**config.mk**
```make
export PLATFORM = sky130hd
export DESIGN_NAME = fifo_uart_tx
export DESIGN_NICKNAME = d
export VERILOG_FILES = /design/src/rtl/uart_pkg.sv /design/src/rtl/uart_baud_counter.sv /design/src/rtl/fifo_uart_tx.sv
export SDC_FILE = /design/constraint.sdc
export NUM_CORES = 1
export LEC_CHECK = 0
export ABC_CLOCK_PERIOD_IN_PS = 2200
export BUFFER_PORTS_ARGS = -buffer_cell sky130_fd_sc_hd__buf_2
export CORE_ASPECT_RATIO = 1.4
export CORE_MARGIN = 10
export CORE_UTILIZATION = 45
export DETAILED_ROUTE_END_ITERATION = 8
export PLACE_DENSITY = 0.69
export SYNTH_ARGS = -nofsm -noshare
export SYNTH_HDL_FRONTEND = slang
export SYNTH_SLANG_ARGS = --single-unit
```
**constraint.sdc**
```tcl
create_clock -name clk -period 2.2 [get_ports clk]
set_input_delay 0 -clock clk [delete_from_list [all_inputs] [get_ports clk]]
set_output_delay 0 -clock clk [all_outputs]
set_load 0.01 [all_outputs]
```
**src/rtl/uart_pkg.sv**
```systemverilog
// UART shared definitions: frame-level constants, FSM state encoding, baud divisor helper.
// Latency: n/a (compile-time definitions only).
// Backpressure: n/a.
//
// Contents:
//   uart_state_t       transmit FSM states (IDLE, LOAD, START, DATA, STOP)
//   START_BIT/STOP_BIT line levels for the framing bits
//   DATA_BITS          payload bits per frame
//   calc_clks_per_bit  clock cycles per line bit (truncating division)
package uart_pkg;

    typedef enum logic [2:0] {
        ST_IDLE  = 3'd0,
        ST_LOAD  = 3'd1,
        ST_START = 3'd2,
        ST_DATA  = 3'd3,
        ST_STOP  = 3'd4
    } uart_state_t;

    localparam logic START_BIT = 1'b0;
    localparam logic STOP_BIT  = 1'b1;
    localparam int   DATA_BITS = 8;

    // Truncating divide; the result must be at least 2 for the baud counter
    // to have a meaningful count range.
    function automatic int calc_clks_per_bit(input int clock_freq, input int baud_rate);
        return clock_freq / baud_rate;
    endfunction

endpackage

```
**src/rtl/uart_baud_counter.sv**
```systemverilog
// Bit-period timer: counts 0..CLKS_PER_BIT-1 while enabled and wraps.
// Latency: tick is combinational, high during the last cycle of each bit period.
// Backpressure: none; clear has priority over enable.
//
// Ports:
//   clk, rst        clock, async active-low reset
//   clear           restart the period at count 0
//   enable          advance the count
//   tick            one-cycle pulse at count CLKS_PER_BIT-1
module uart_baud_counter #(
    parameter int CLKS_PER_BIT = 1085
) (
    input  logic clk,
    input  logic rst,
    input  logic clear,
    input  logic enable,
    output logic tick
);

    localparam int CW = (CLKS_PER_BIT > 1) ? $clog2(CLKS_PER_BIT) : 1;
    localparam logic [CW-1:0] LAST = CW'(CLKS_PER_BIT - 1);

    logic [CW-1:0] r_count;

    assign tick = enable && (r_count == LAST);

    always_ff @(posedge clk or negedge rst) begin
        if (!rst) begin
            r_count <= '0;
        end else if (clear) begin
            r_count <= '0;
        end else if (enable) begin
            r_count <= (r_count == LAST) ? '0 : r_count + 1'b1;
        end
    end

endmodule

```
**src/rtl/fifo_uart_tx.sv**
```systemverilog
// Drains bytes from a FIFO read port and serialises them as 8N1 UART frames.
// Latency: start bit begins 2 edges after the pop request; frame is 10 bit periods.
// Backpressure: pops only when idle and non-empty; FIFO holds bytes while a frame is on the line.
//
// Ports:
//   clk, rst                      clock, async active-low reset
//   fifo_empty, fifo_dout         upstream FIFO status and read data
//   fifo_rd_en                    upstream FIFO pop (combinational)
//   serial_out                    TX line, idles high
//   busy                          high from the pop until the stop bit ends
module fifo_uart_tx
    import uart_pkg::*;
#(
    parameter int CLOCK_FREQ = 125_000_000,
    parameter int BAUD_RATE  = 115_200,
    parameter int WIDTH      = 8
) (
    input  logic             clk,
    input  logic             rst,
    input  logic             fifo_empty,
    input  logic [WIDTH-1:0] fifo_dout,
    output logic             fifo_rd_en,
    output logic             serial_out,
    output logic             busy
);

    localparam int CLKS_PER_BIT = calc_clks_per_bit(CLOCK_FREQ, BAUD_RATE);
    localparam logic [2:0] LAST_BIT = 3'(DATA_BITS - 1);

    uart_state_t r_state;
    logic [7:0]  r_shift;
    logic [2:0]  r_bit_idx;
    logic        r_serial;
    logic        r_busy;

    logic        w_tick;
    logic        w_baud_clear;
    logic        w_baud_en;
    logic        w_dout_unused;

    // Only the low byte is serialised; upper entry bits are don't-care.
    assign w_dout_unused = ^fifo_dout;

    // Gated by rst so no pop can be issued while the block is held in reset.
    assign fifo_rd_en = rst && (r_state == ST_IDLE) && !fifo_empty;

    assign serial_out = r_serial;
    assign busy       = r_busy;

    assign w_baud_clear = (r_state == ST_LOAD);
    assign w_baud_en    = (r_state == ST_START) || (r_state == ST_DATA) ||
                          (r_state == ST_STOP);

    uart_baud_counter #(
        .CLKS_PER_BIT (CLKS_PER_BIT)
    ) u_baud (
        .clk    (clk),
        .rst    (rst),
        .clear  (w_baud_clear),
        .enable (w_baud_en),
        .tick   (w_tick)
    );

    // serial_out is registered alongside the state, so each transition also
    // loads the line level of the bit that the new state drives.
    always_ff @(posedge clk or negedge rst) begin
        if (!rst) begin
            r_state   <= ST_IDLE;
            r_shift   <= '0;
            r_bit_idx <= '0;
            r_serial  <= STOP_BIT;
            r_busy    <= 1'b0;
        end else begin
            case (r_state)
                ST_IDLE: begin
                    r_serial <= STOP_BIT;
                    if (!fifo_empty) begin
                        r_state <= ST_LOAD;
                        r_busy  <= 1'b1;
                    end
                end
                ST_LOAD: begin
                    // FIFO read data is valid this cycle (registered read port).
                    r_shift   <= fifo_dout[7:0];
                    r_bit_idx <= '0;
                    r_serial  <= START_BIT;
                    r_state   <= ST_START;
                end
                ST_START: begin
                    if (w_tick) begin
                        r_serial <= r_shift[0];
                        r_state  <= ST_DATA;
                    end
                end
                ST_DATA: begin
                    if (w_tick) begin
                        r_shift <= r_shift >> 1;
                        if (r_bit_idx == LAST_BIT) begin
                            r_serial <= STOP_BIT;
                            r_state  <= ST_STOP;
                        end else begin
                            // Next bit is the one about to be shifted into position 0.
                            r_serial  <= r_shift[1];
                            r_bit_idx <= r_bit_idx + 1'b1;
                        end
                    end
                end
                ST_STOP: begin
                    if (w_tick) begin
                        r_serial <= STOP_BIT;
                        r_state  <= ST_IDLE;
                        r_busy   <= 1'b0;
                    end
                end
                default: begin
                    r_serial <= STOP_BIT;
                    r_state  <= ST_IDLE;
                    r_busy   <= 1'b0;
                end
            endcase
        end
    end

endmodule

```
# --- Yosys cells after proc, flatten, opt, wreduce, memory -nomap -nowiden ---
# Cells that the tools add are included.
op_classes:
  addsub: 2
  mul: 0
  div: 0
  order_cmp: 0
  eq_ne: 12
  shifts: 0
  n_mux: 22
  bitwise_logic: 1
  reduce_logical: 15
op_table:
  columns: ["op", "count"]
  rows:
  - ["2-to-1 mux 11 bit", 3]
  - ["2-to-1 mux 3 bit", 7]
  - ["one-hot mux 8 bit (2 select lines)", 1]
  - ["one-hot mux 3 bit (5 select lines)", 1]
  - ["adder 11 x 1 -> 11 bit, second input constant", 1]
  - ["== test 11 bit, second input constant", 1]
  - ["AND reduction 3 bit", 3]
  - ["2-to-1 mux 8 bit", 1]
  - ["inequality test 2 x 1 -> 1 bit, second input constant", 4]
  - ["== test 3 x 2 -> 1 bit, second input constant", 2]
  - ["== test 3 bit, second input constant", 2]
  - ["2-to-1 mux 1 bit", 6]
  - ["one-hot mux 3 bit (2 select lines)", 1]
  - ["AND reduction 5 bit", 1]
  - ["inequality test 2 bit, second input constant", 2]
  - ["one-hot mux 1 bit (4 select lines)", 1]
  - ["nonzero test 2 bit", 2]
  - ["adder 3 x 1 -> 3 bit, second input constant", 1]
  - ["== test 3 x 1 -> 1 bit, second input constant", 1]
  - ["logical AND 1 bit", 3]
  - ["logical NOT 3 bit", 1]
  - ["one-hot mux 1 bit (3 select lines)", 1]
  - ["OR reduction 3 bit", 1]
  - ["logical OR 1 bit", 2]
  - ["other kinds (3)", 3]
totals:
  ff_bits: 27
  latch_bits: 0
  ram_bits: 0
  rom_bits: 0
  inputBits: 11
  out_inout_bits: 3
  n_memories: 0

# --- Depth between registers and ports, before layout ---
depth:
  ltp_word: 6
  depth_mapped: 7
  mapped_depth_nobuf: 6

# --- Hierarchy ---
# From an unflattened synthesis, not the netlist that was laid out.
hier_totals:
  cells_unflattened: 172
  area_unflattened_um2: 1650.3
by_module_without_submodules:
  columns: ["mod", "n_inst", "cells_per_inst", "area_each_um2", "seq_area_each_um2"]
  rows:
  - ["fifo_uart_tx", 1, 99, 959.7, 401.6]
  - ["uart_baud_counter", 1, 73, 690.7, 275.3]

# --- Least setup slack after synthesis ---
# Ideal clock, no wire load.
synth_path:
  path_type: "register to register"
  startpoint: "reg u_baud.r_count[6]"
  endpoint: "reg u_baud.r_count[9]"
  setup_time_ns: 0.126
  arrival_time_ns: 1.742
  required_ns: 2.074
  slack_ns: 0.332
  path_stages_with_launch: 7
  path_buffers: 2
  path_cell_list: "dfrtp_1 -> or4b_1 -> buf_2 -> o41ai_1 -> a22o_2 -> buf_6 -> o22ai_2"
synth_between:
  elab_chain_len: 4
  word_cells_on_any_way: 5
synth_rtl:
  columns: ["element", "line_no", "source"]
  rows:
  - ["start, declared", "uart_baud_counter.sv:23", "logic [CW-1:0] r_count;"]
  - ["start signal, assigned", "uart_baud_counter.sv:33", "r_count <= (r_count == LAST) ? '0 : r_count + 1'b1;"]
  - ["adder 11 x 1 -> 11 bit / == test 11 bit (equally long branches)", "uart_baud_counter.sv:33", null]
  - ["2-to-1 mux 11 bit *", "uart_baud_counter.sv:33", null]
  - ["2-to-1 mux 11 bit *", "uart_baud_counter.sv:32", "end else if (enable) begin"]
  - ["2-to-1 mux 11 bit *", "uart_baud_counter.sv:30", "end else if (clear) begin"]
# Every way passes the cells marked *; elsewhere a longest branch is shown, timed or not. The select of a mux whose other input is x is not followed.
# A chain may end at the register's enable or synchronous reset.

# --- Final worst setup path ---
# Ends and elaborated chain as after synthesis.

==> out/qor.yml <==
power_and_ir_drop:
  vdd_drop_max_mv: 0.444
  seq_power_share: 0.500
  p_int_mw: 0.954
  p_sw_mw: 0.518
  clockPowerShare: 0.190
  power_density_mw_per_mm2: 822
  p_sw_frac: 0.352
  leakagePower_nw: 0.790
  power_mw: 1.47
  comb_power_share: 0.310
placement:
  place.gp.congestion: 0.819
  hpwl_um: 2640
  dp_slack_ns: 0.162
  dp.cells: 206
  port_buffers: 13
worst_setup_path:
  rrSetupSlack_ns: 0.14
  r2r-start: "u_baud.r_count[6]"
  r2r_cells: 4
  critPathCaptureType: "flop"
  setup.worst_path.class: "reg -> reg"
  crit_fanout: 10
  worstPathArrival_ns: 2.22
  start_kind: "flop"
  cp.required_ns: 2.36
  r2r-end: "u_baud.r_count[9]"
clocking:
  clk_path_buf_depth: 2
  path_clk_slew_ns: 0.09
  clk_latency_ns: 0.27
  cts_tree: "yes"
  cts_root_buf: "clkbuf_8"
  htreeDepth: 1
  cts_buffers: 3
  cts_resized: 0
  cts_sinks: 27
timing:
  rsz0062_at_grt: "false"
  timing.final.ws_setup_ns: 0.139
  setup_viol: 0
  slew_headroom: 0.506
  drv_slew: 0
  clock.fmax_mhz: 485
  final.setup.tns_ns: 0
  layout_min_cycle_time_ns: 2.06
  hold_viol: 0
  finClkSkew_ns: 0.00463
  tightest_slew_ns: 0.735
  layout_worst_path_cycle_share: 0.937
synth:
  syn_nets: 172
  netlist.area_leader.share: 0.398
  synthFlopType: "dfrtp_1"
  synthTopCellsByArea: "dfrtp_1, mux2_4, mux2_2, nor2_1, ha_1"
  synth_cell_types: 48
  synth_edf_count: 0
  netlist_area_sq_mm: 0.00164
  ys_seq_area_frac: 0.414
  synth-async-reset-ratio: 1.00
  syn_area_per_cell_sq_um: 10.4
  syn_inst: 157
  ys_ff_latch: 27
  yosysWarnings: 0
  yosys.area.top_type: "dfrtp_1"
detailed_routing:
  antenna_left: 0
  first_iter_violations: 27
  firstDrtPassIters: 4
  wire_per_inst_um: 16.3
  drc: 0
  via_count: 1247
  wirelength_um: 3450
  vias_per_cell: 5.88
floorplanning:
  fp.dieH_um: 91.3
  num_rows: 25
  io_pins: 14
  dieArea_sq_mm: 0.00648
  die_w_um: 71.0
  start_util: 0.475
  core_sq_mm: 0.00344
final_layout:
  final_cells: 212
  nFillCells: 322
  drive_above_1_share: 0.262
  area_growth_pct: 9.49
  n_antenna_cell: 0
  fin_nets: 188
hold_path:
  worstHoldEndpoint: "r_shift[3]"
  hold_path.class: "in -> reg"
  hold_start: "fifo_dout[3]"
  min_path_cells: 3
global_routing:
  grt.total_usage: 0.111
  grt_max_degree: 29
  grt_pass1_wl_um: 6170
  antenna_found_initial: 0
  grt_pass1_vias: 1345
  grt_overflow: 0
status:
  outcome: "complete, no violations"
job:
  max_cap_violations: 0
==> placed cells by master, fill, tap and decap left out, types with 5 or more instances in the layout <==
| cell | Yosys | layout |
|---|---|---|
| dfrtp_1 | 26 | 26 |
| nor2_1 | 16 | 16 |
| buf_2 | 1 | 13 |
| nand2_1 | 11 | 11 |
| o21ai_0 | 8 | 8 |
| inv_1 | 7 | 7 |
| mux2_2 | 7 | 7 |
| mux2_4 | 7 | 7 |
| or3_1 | 5 | 5 |
| a21oi_1 | 5 | 5 |
| xnor2_1 | 5 | 5 |
| nand4_1 | 5 | 5 |
==> kinds of logic after synthesis <==
logic type	after synthesis	share of synthesized area
flops	27	0.414
fa+ha+maj	4	0.0306
compound gates	32	0.145
simple gates	59	0.214
xor+xnor	6	0.0321
mux	15	0.119
buf+inv	14	0.0459
==> timing repair <==
action / in CTS / in global routing
hold buffers: 2 / 0
hold endpoints to repair: 27 / 0
buffers inserted: 0 / 0
==> through the flow <==
stage	area, sq um	utilization	hold slack, ns
2_1_floorplan	1640	-	-0.296
3_3_place_gp	1720	0.501	0.0310
3_5_place_dp	1720	0.501	0.0496
4_1_cts	1790	0.520	0.0801
5_1_grt	1790	0.520	0.0802
6_report	1790	0.520	0.0832
==> critical path, cell delays in order, from the launching register on <==
cell,delay (ns)
dfrtp_1,0.42
or4b_1,0.70
o41ai_1,0.38
a22o_2,0.33
o22ai_2,0.12
==> layout make-up <==
| type | instances | area [sq um] | area share |
|---|---|---|---|
| Clock inverter | 1 | 5.00 | 0.00280 |
| Inverter | 7 | 26.3 | 0.0147 |
| Clock buffer | 3 | 41.3 | 0.0231 |
| Sequential cell | 27 | 677 | 0.378 |
| Timing Repair Buffer | 18 | 108 | 0.0601 |
| Tap cell | 40 | 50.0 | 0.0280 |
| Multi-Input combinational cell | 116 | 883 | 0.493 |
==> per-layer routing <==
| layer | track usage | wire length [um] | up-vias |
|---|---|---|---|
| met5 | 0 | 0 | - |
| met3 | 0.0207 | 123 | 9 |
| li1 | - | - | 601 |
| met1 | 0.118 | 1400 | 614 |
| met4 | 0.0534 | 79 | 0 |
| met2 | 0.202 | 1840 | 23 |
==> power groups by stage <==
stage          Sequential [mW]  Clock (mW)  Combinational (mW)
2_1_floorplan            0.713           0               0.357
3_3_place_gp             0.733           0               0.431
3_5_place_dp             0.744           0               0.458
4_1_cts                  0.736       0.287               0.463
5_1_grt                  0.755       0.311               0.519
6_report                 0.735       0.279               0.457
==> cells in the mapped netlist, types with 2 or more instances <==
master     n
nor2_1    16
dfrtp_1   26
o32ai_1    2
a21oi_1    5
clkbuf_1   3
nor4_1     2
nand2b_1   4
nand2_1   11
nand4_1    5
o21ai_0    8
inv_1      7
xnor2_1    5
ha_1       4
nand3_1    4
nor3_1     2
or4_4      2
mux2_2     7
o31a_1     2
o211ai_1   3
or3_1      5
mux2_4     7
==> sequential cells by signal (all words and copies together) (netlist names) <==
register / cells
r_state: 3
r_bit_idx: 3
r_shift: 8
serial_out: 1
u_baud.r_count: 11
busy: 1
==> worst max path at each step <==
stage / from / to / slack (ns) / cells after the start
after floorplan: u_baud.r_count[6] / u_baud.r_count[9] / 0.33 / 6
after global placement: u_baud.r_count[6] / u_baud.r_count[9] / 0.21 / 4
after detailed placement: u_baud.r_count[6] / u_baud.r_count[9] / 0.16 / 4
after CTS: u_baud.r_count[6] / u_baud.r_count[9] / 0.14 / 4
after global routing: u_baud.r_count[6] / u_baud.r_count[9] / 0.03 / 4
final: u_baud.r_count[6] / u_baud.r_count[9] / 0.14 / 4
Power figures use the tool's default switching activity.
